<file path="src/rtl/thinning_pkg.sv">
// Shared constants and helpers for the binary thinning row pass.
package thinning_pkg;

  localparam int THIN_WIDTH = 32;

  // Removal window: a pixel is removable when B is in [B_MIN,B_MAX] and A == A_REQ
  localparam logic [3:0] B_MIN = 4'd2;
  localparam logic [3:0] B_MAX = 4'd6;
  localparam logic [3:0] A_REQ = 4'd1;

  // Population count of an 8-bit neighbourhood vector
  function automatic logic [3:0] count_ones8(input logic [7:0] v);
    logic [3:0] n;
    n = 4'd0;
    for (int k = 0; k < 8; k++) n = n + {3'd0, v[k]};
    return n;
  endfunction

endpackage

</file>
<file path="src/rtl/thinning_cell.sv">
// One interior pixel of the thinning pass: 8 neighbours + centre -> keep bit.
module thinning_cell
  import thinning_pkg::*;
(
  input  logic c,
  input  logic n,
  input  logic ne,
  input  logic e,
  input  logic se,
  input  logic s,
  input  logic sw,
  input  logic w,
  input  logic nw,
  output logic keep
);

  logic [7:0] ring;   // clockwise from N
  logic [7:0] rise;   // 0->1 steps around the ring, wrap NW->N included
  logic [3:0] b_cnt;
  logic [3:0] a_cnt;
  logic       removable;

  assign ring = {nw, w, sw, s, se, e, ne, n};

  // Mark each position k where ring[k]=0 and its clockwise successor is 1
  always_comb begin
    rise = '0;
    for (int k = 0; k < 8; k++) rise[k] = ~ring[k] & ring[(k + 1) % 8];
  end

  assign b_cnt     = count_ones8(ring);
  assign a_cnt     = count_ones8(rise);
  assign removable = (b_cnt >= B_MIN) & (b_cnt <= B_MAX) & (a_cnt == A_REQ);
  assign keep      = c & ~removable;

endmodule

</file>
<file path="src/rtl/thinning_row.sv">
// One thinning pass over a WIDTH-pixel row segment, registered output.
// Optional feature macro: THINNING_VALID_EN adds in_valid/out_valid qualifying
// the result update.
module thinning_row
  import thinning_pkg::*;
#(
  parameter int WIDTH = THIN_WIDTH
) (
  input  logic             clk,
  input  logic             rst,
`ifdef THINNING_VALID_EN
  input  logic             in_valid,
  output logic             out_valid,
`endif
  input  logic [WIDTH-1:0] top,
  input  logic [WIDTH-1:0] center,
  input  logic [WIDTH-1:0] bottom,
  output logic [WIDTH-1:0] result
);

  logic [WIDTH-1:0] nxt;

  // Edge columns lack a full neighbourhood, so they pass straight through
  assign nxt[0]       = center[0];
  assign nxt[WIDTH-1] = center[WIDTH-1];

  // Pixel i sees i+1 as its west and i-1 as its east neighbour
  for (genvar i = 1; i < WIDTH - 1; i++) begin : g_cell
    thinning_cell u_cell (
      .c    (center[i]),
      .n    (top[i]),
      .ne   (top[i-1]),
      .e    (center[i-1]),
      .se   (bottom[i-1]),
      .s    (bottom[i]),
      .sw   (bottom[i+1]),
      .w    (center[i+1]),
      .nw   (top[i+1]),
      .keep (nxt[i])
    );
  end

`ifdef THINNING_VALID_EN
  logic vld_q;

  // Result register, loaded only on qualified edges
  always_ff @(posedge clk or posedge rst) begin
    if (rst)           result <= '0;
    else if (in_valid) result <= nxt;
  end

  // Valid follows data with the same one-cycle latency
  always_ff @(posedge clk or posedge rst) begin
    if (rst) vld_q <= 1'b0;
    else     vld_q <= in_valid;
  end

  assign out_valid = vld_q;
`else
  // Result register, loaded every edge
  always_ff @(posedge clk or posedge rst) begin
    if (rst) result <= '0;
    else     result <= nxt;
  end
`endif

endmodule

</file>
<file path="config.mk">
export PLATFORM = sky130hd
export DESIGN_NAME = thinning_row
export DESIGN_NICKNAME = d
export VERILOG_FILES = /design/src/rtl/thinning_pkg.sv /design/src/rtl/thinning_cell.sv /design/src/rtl/thinning_row.sv
export SDC_FILE = /design/constraint.sdc
export NUM_CORES = 1
export LEC_CHECK = 0
export CAP_MARGIN = 10
export CORE_ASPECT_RATIO = 1.1
export CORE_MARGIN = 1.5
export CORE_UTILIZATION = 55
export DETAILED_ROUTE_END_ITERATION = 8
export PLACE_DENSITY = 0.78
export SETUP_SLACK_MARGIN = 0.2
export SYNTH_ARGS = -nofsm -noshare
export SYNTH_HDL_FRONTEND = slang
export SYNTH_SLANG_ARGS = --single-unit
export TNS_END_PERCENT = 30
</file>
<file path="constraint.sdc">
create_clock -name clk -period 2.25 [get_ports clk]
set_clock_uncertainty 0.15 [all_clocks]
set_input_delay 0.225 -clock clk [delete_from_list [all_inputs] [get_ports clk]]
set_output_delay 0.225 -clock clk [all_outputs]
set_load 0.05 [all_outputs]
</file>
# == Word level (Yosys, flattened, before mapping) ==
# Cells that the tools add are included.
# totals
regBits,32
input_bits,98
output_inout_bits,32
elab_cells,909
# op_classes
addsub,420
n_lt_le_gt_ge,60
n_eq_ne,30
bitwise_logic,398
# op_table
op,n
$add 4x1->4,360
$and 1x1->1,272
$not 1->1,126
$add 1x1->2,60
$eq 4x1->1 const B,30
$ge 4x2->1 const B,30
$le 4x3->1 const B,30

# == Longest topological paths before layout ==
# logic_depth
ltp_word,13
ltp_mapped,12
depth_no_buf,12

# == Hierarchy ==
# From an unflattened synthesis, not the netlist that was laid out.
# hier_totals
cells_unflattened,1619
hier_area_um2,13753.2
# modules_own_cells
mod,instances,cells_each,area_per_inst_um2,seq_area_each_um2
thinning_cell at g_cell[10].u_cell ...,17,53,425.4,0.0
thinning_cell at g_cell[15].u_cell ...,12,53,441.7,0.0
thinning_row,1,33,804.5,800.8
thinning_cell at g_cell[23].u_cell,1,49,416.6,0.0

# == Worst setup path before layout ==
# No wires, ideal clock.
# synth_path
kind,input to register
start,in top[12]
end,reg result[12]
setup_time_ps,136
arrival_time_ps,3093
t_required_ps,1964
slack_ps,-1129
stages,12
n_path_buf,0
cell_sequence,inv_1 ha_1 fa_1 fa_1 inv_1 fa_1 inv_1 fa_1 inv_1 o21ai_1 a2111oi_0 a31oi_1
# synth_via
elab_chain_cells,13
elab_cells_between_ends,24
classes_between,add/sub: 14; order compare: 2; eq/ne: 1; bitwise: 7
# synth_lines
item,line,rtl
from (decl),thinning_row.sv:15,"input logic [WIDTH-1:0] top,"
"parallel branches: the longest is 10 deep, another holds $add 4x1->4",--,
$and 1x1->1 (*),thinning_cell.sv:33,assign removable = (b_cnt >= B_MIN) & (b_cnt <= B_MAX) & (a_cnt == A_REQ);
$not 1->1 (*),thinning_cell.sv:34,assign keep = c & ~removable;
$and 1x1->1 (*),thinning_cell.sv:34,
net g_cell[12].u_cell.keep,thinning_cell.sv:14,output logic keep
to (signal assigned),thinning_row.sv:63,else result <= nxt;
to (decl),thinning_row.sv:18,output logic [WIDTH-1:0] result
# Mark *: on every way through the listed nets, which the timed path passes.

# == Worst setup path in the final report ==
# layout_path
start,in top[28]
end,reg result[29]
# layout_via
elab_chain_cells,13
elab_cells_between_ends,24
classes_between,add/sub: 14; order compare: 2; eq/ne: 1; bitwise: 7
# layout_lines
item,line
"parallel branches: the longest is 10 deep, another holds $add 4x1->4",--
$and 1x1->1 (*),thinning_cell.sv:33
$not 1->1 (*),thinning_cell.sv:34
$and 1x1->1 (*),thinning_cell.sv:34
net g_cell[29].u_cell.keep,thinning_cell.sv:14
# Marked as above.

==> results.sh <==
export IMPL_status="finished, violations left"
export IMPL_violations="setup timing"
export IMPL_final_nets=2227
export IMPL_antenna_found_initial=4
export IMPL_finalCritPeriodShare_pct=141
export IMPL_critPathLaunchType="input pin"
export IMPL_first_global_vias=11782
export IMPL_fill_cells=1227
export IMPL_hold_ws_ns=0.147
export IMPL_tightest_slew_ns=0.740
export IMPL_grt_usage_pct=29.6
export IMPL_clk_pin_slew_worst_paths_ns=0.07
export IMPL_synth_top_family_by_area="adder cells"
export IMPL_drcViolationCount=0
export IMPL_synth_fa_ha_area_share_pct=59.7
export IMPL_overflow=0
export IMPL_synthArstFlopShare_pct=100
export IMPL_swShare_pct=47.7
export IMPL_hpwl_um=25900
export IMPL_cp_end_kind="flop"
export IMPL_vdd_drop_max_v=0.000311
export IMPL_synth_most_common_cell="inv_1"
export IMPL_htreeDepth=2
export IMPL_pwr_share_clk_pct=9.3
export IMPL_clkSinkCount=32
export IMPL_syn_to_final_growth_pct=45.0
export IMPL_grt_max_degree=23
export IMPL_rsz0062_at_grt="yes"
export IMPL_portBuffers=129
export IMPL_synthTopCellsByCount="inv_1 (304), fa_1 (240), ha_1 (180), nor2_1 (112), a21oi_1 (80)"
export IMPL_worstPathArrival_ns=3.24
export IMPL_crit_required_ns=2.32
export IMPL_fin_tns_setup_ns=-23.46
export IMPL_cts_tree="yes"
export IMPL_cap_violations=0
export IMPL_yosysSeqAreaShare_pct=6.77
export IMPL_setup_worst_path_class="in2reg"
export IMPL_synth_compound_area_share_pct=9.24
export IMPL_yosysTopAreaCellShare_pct=40.6
export IMPL_intPower_mw=4.44
export IMPL_largest_register_ffs=32
export IMPL_drv_slew=0
export IMPL_timing_slew_headroom_pct=50.6
export IMPL_core_um2=21200
export IMPL_io_pins=130
export IMPL_p_leak_nw=8.86
export IMPL_fp_dieH_um=157
export IMPL_seq_area_um2=801
export IMPL_syn_nets=1784
export IMPL_avgSynthCellArea_um2=9.34
export IMPL_reg_top3="result (32)"
export IMPL_yosys_area_share_simple_pct=11.6
export IMPL_die_w_um=143
export IMPL_syn_inst=1266
export IMPL_ys_flop_type="dfrtp_1"
export IMPL_clockRootBuffer="clkbuf_16"
export IMPL_vias=10563
export IMPL_hold_class="in2reg"
export IMPL_hold_viol=0
export IMPL_netlist_cell_type_count=28
export IMPL_drive_gt1_share_pct=38.7
export IMPL_synth_seq_cells=32
export IMPL_drtIter0Drc=410
export IMPL_synthTopCellsByArea="fa_1 (41%), ha_1 (19%), inv_1 (9.6%)"
export IMPL_syn_cell_area_um2=11800
export IMPL_dieArea_um2=22400
export IMPL_clk_path_buf_depth=2
export IMPL_wl_per_cell_um=16.7
export IMPL_combinationalPowerShare_pct=82.0
export IMPL_grt_pass1_wl_um=52900
export IMPL_largest_register="result"
export IMPL_post_drt_via_cell_ratio=5.28
export IMPL_initial_core_util_pct=55.7
export IMPL_place_congestion=0.903
export IMPL_finalSetupViolCount=30
export IMPL_muxShareOfSynthArea_pct=1.46
export IMPL_ant_nets=0
export IMPL_min_period_ns=3.17
export IMPL_dr_pass1_iters=5
export IMPL_yosysWarnings=0
export IMPL_fmax_ghz=0.315
export IMPL_yosysTopAreaCell="fa_1"
export IMPL_multi_input_area_um2=11000
export IMPL_synth_edff_count=0
export IMPL_p_switching_mw=4.05
export IMPL_num_rows=56
export IMPL_synthXorXnorAreaFrac_pct=1.63
export IMPL_cts_made_buffers=5
export IMPL_worst_slack_ns=-0.920
export IMPL_critical_path_peak_fanout=4
export IMPL_wirelength_um=33400
export IMPL_p_seq_share_pct=8.7
export IMPL_power_density_nw_per_um2=495
[per-stage QoR]
stage / power (mW) / std cells / cell area [um^2] / util [%] / worst slack [ns]
global route: 9.31 / 2001 / 17100 / 80.8 / -0.995
detailed placement: 6.73 / 1953 / 15700 / 74.1 / -1.68
CTS: 7.97 / 1980 / 16600 / 78.1 / -0.961
floorplan: 4.79 / 1266 / 12100 / - / -1.02
finish: 8.49 / 2002 / 17200 / 80.8 / -0.920
global placement: 6.36 / 1953 / 15700 / 74.1 / -1.59
[cells by family (layout without fill, tap and decap cells)]
group | count (synthesis) | after routing
simple gates | 278 | 278
mux | 17 | 17
other cells | 0 | 2
flops | 32 | 32
buf+inv | 304 | 748
compound gates | 193 | 193
xor+xnor | 22 | 22
fa+ha+maj | 420 | 420
[path summary, 6_finish.rpt]
check / start / end / depth (start not counted)
max: top[28] / result[29]$_DFF_PP0_ / 12
min: center[0] / result[0]$_DFF_PP0_ / 2
max in group asynchronous: rst / result[17]$_DFF_PP0_ / 3
min in group asynchronous: rst / result[24]$_DFF_PP0_ / 2
[worst max-delay path: stages]
cell           delay (ns)
dlygate4sd2_1        0.26
buf_6                0.14
ha_4                 0.23
fa_1                 0.50
fa_1                 0.54
inv_2                0.05
fa_2                 0.35
inv_2                0.07
fa_2                 0.44
nor3b_2              0.19
a21oi_2              0.05
a31oi_1              0.19
[power by group through the flow]
stage / clock (mW) / combinational [mW] / sequential (mW)
floorplan: 0 / 3.61 / 1.18
global placement: 0 / 5.61 / 0.748
detailed placement: 0 / 5.98 / 0.746
CTS: 0.806 / 6.43 / 0.738
global route: 0.809 / 7.75 / 0.750
finish: 0.790 / 6.96 / 0.740
[cell usage in the layout, fill, tap and decap left out, types with 9 or more instances in the layout]
master / count
clkdlybuf4s50_1: 36
o21ai_0: 33
clkinvlp_4: 10
and3_1: 29
fa_1: 162
xor2_1: 11
a21o_1: 22
a31oi_1: 22
nand2_1: 25
ha_4: 24
dfrtp_1: 32
o21ai_2: 10
nand2_2: 19
nand3_1: 27
xor2_2: 9
buf_6: 28
nor3b_2: 27
inv_1: 215
a21oi_1: 59
ha_1: 156
o21ai_1: 11
inv_2: 72
a21oi_2: 22
buf_4: 289
nand2b_1: 12
nor2_1: 106
dlygate4sd2_1: 43
nand2b_4: 9
fa_2: 78
buf_8: 11
[timing repair]
| item | CTS | global route |
|---|---|---|
| gates resized for setup | 382 | 180 |
| buffers inserted | 19 | 20 |
| hold buffers | 0 | 0 |
| endpoints found under the setup margin | 30 | 30 |
| pin swaps | 137 | 95 |
[metal layers]
layer  vias up  routed length, um  global-route usage, %
met5         -                 26                      0
met3       119               1350                   4.19
met4         4               1330                   10.6
met2       269              18400                   56.8
met1      5256              12300                   33.2
li1       4915                  -                      -
[final cells by class]
type	count	area share [%]
flip-flops and latches	32	4.67
repair buffers	436	21.2
multi-input cells	930	64.1
well taps	290	2.12
clock buffers	8	0.854
diodes	2	0.0292
inverters	304	7.05
Note: power is estimated with default switching activity, not from simulation.
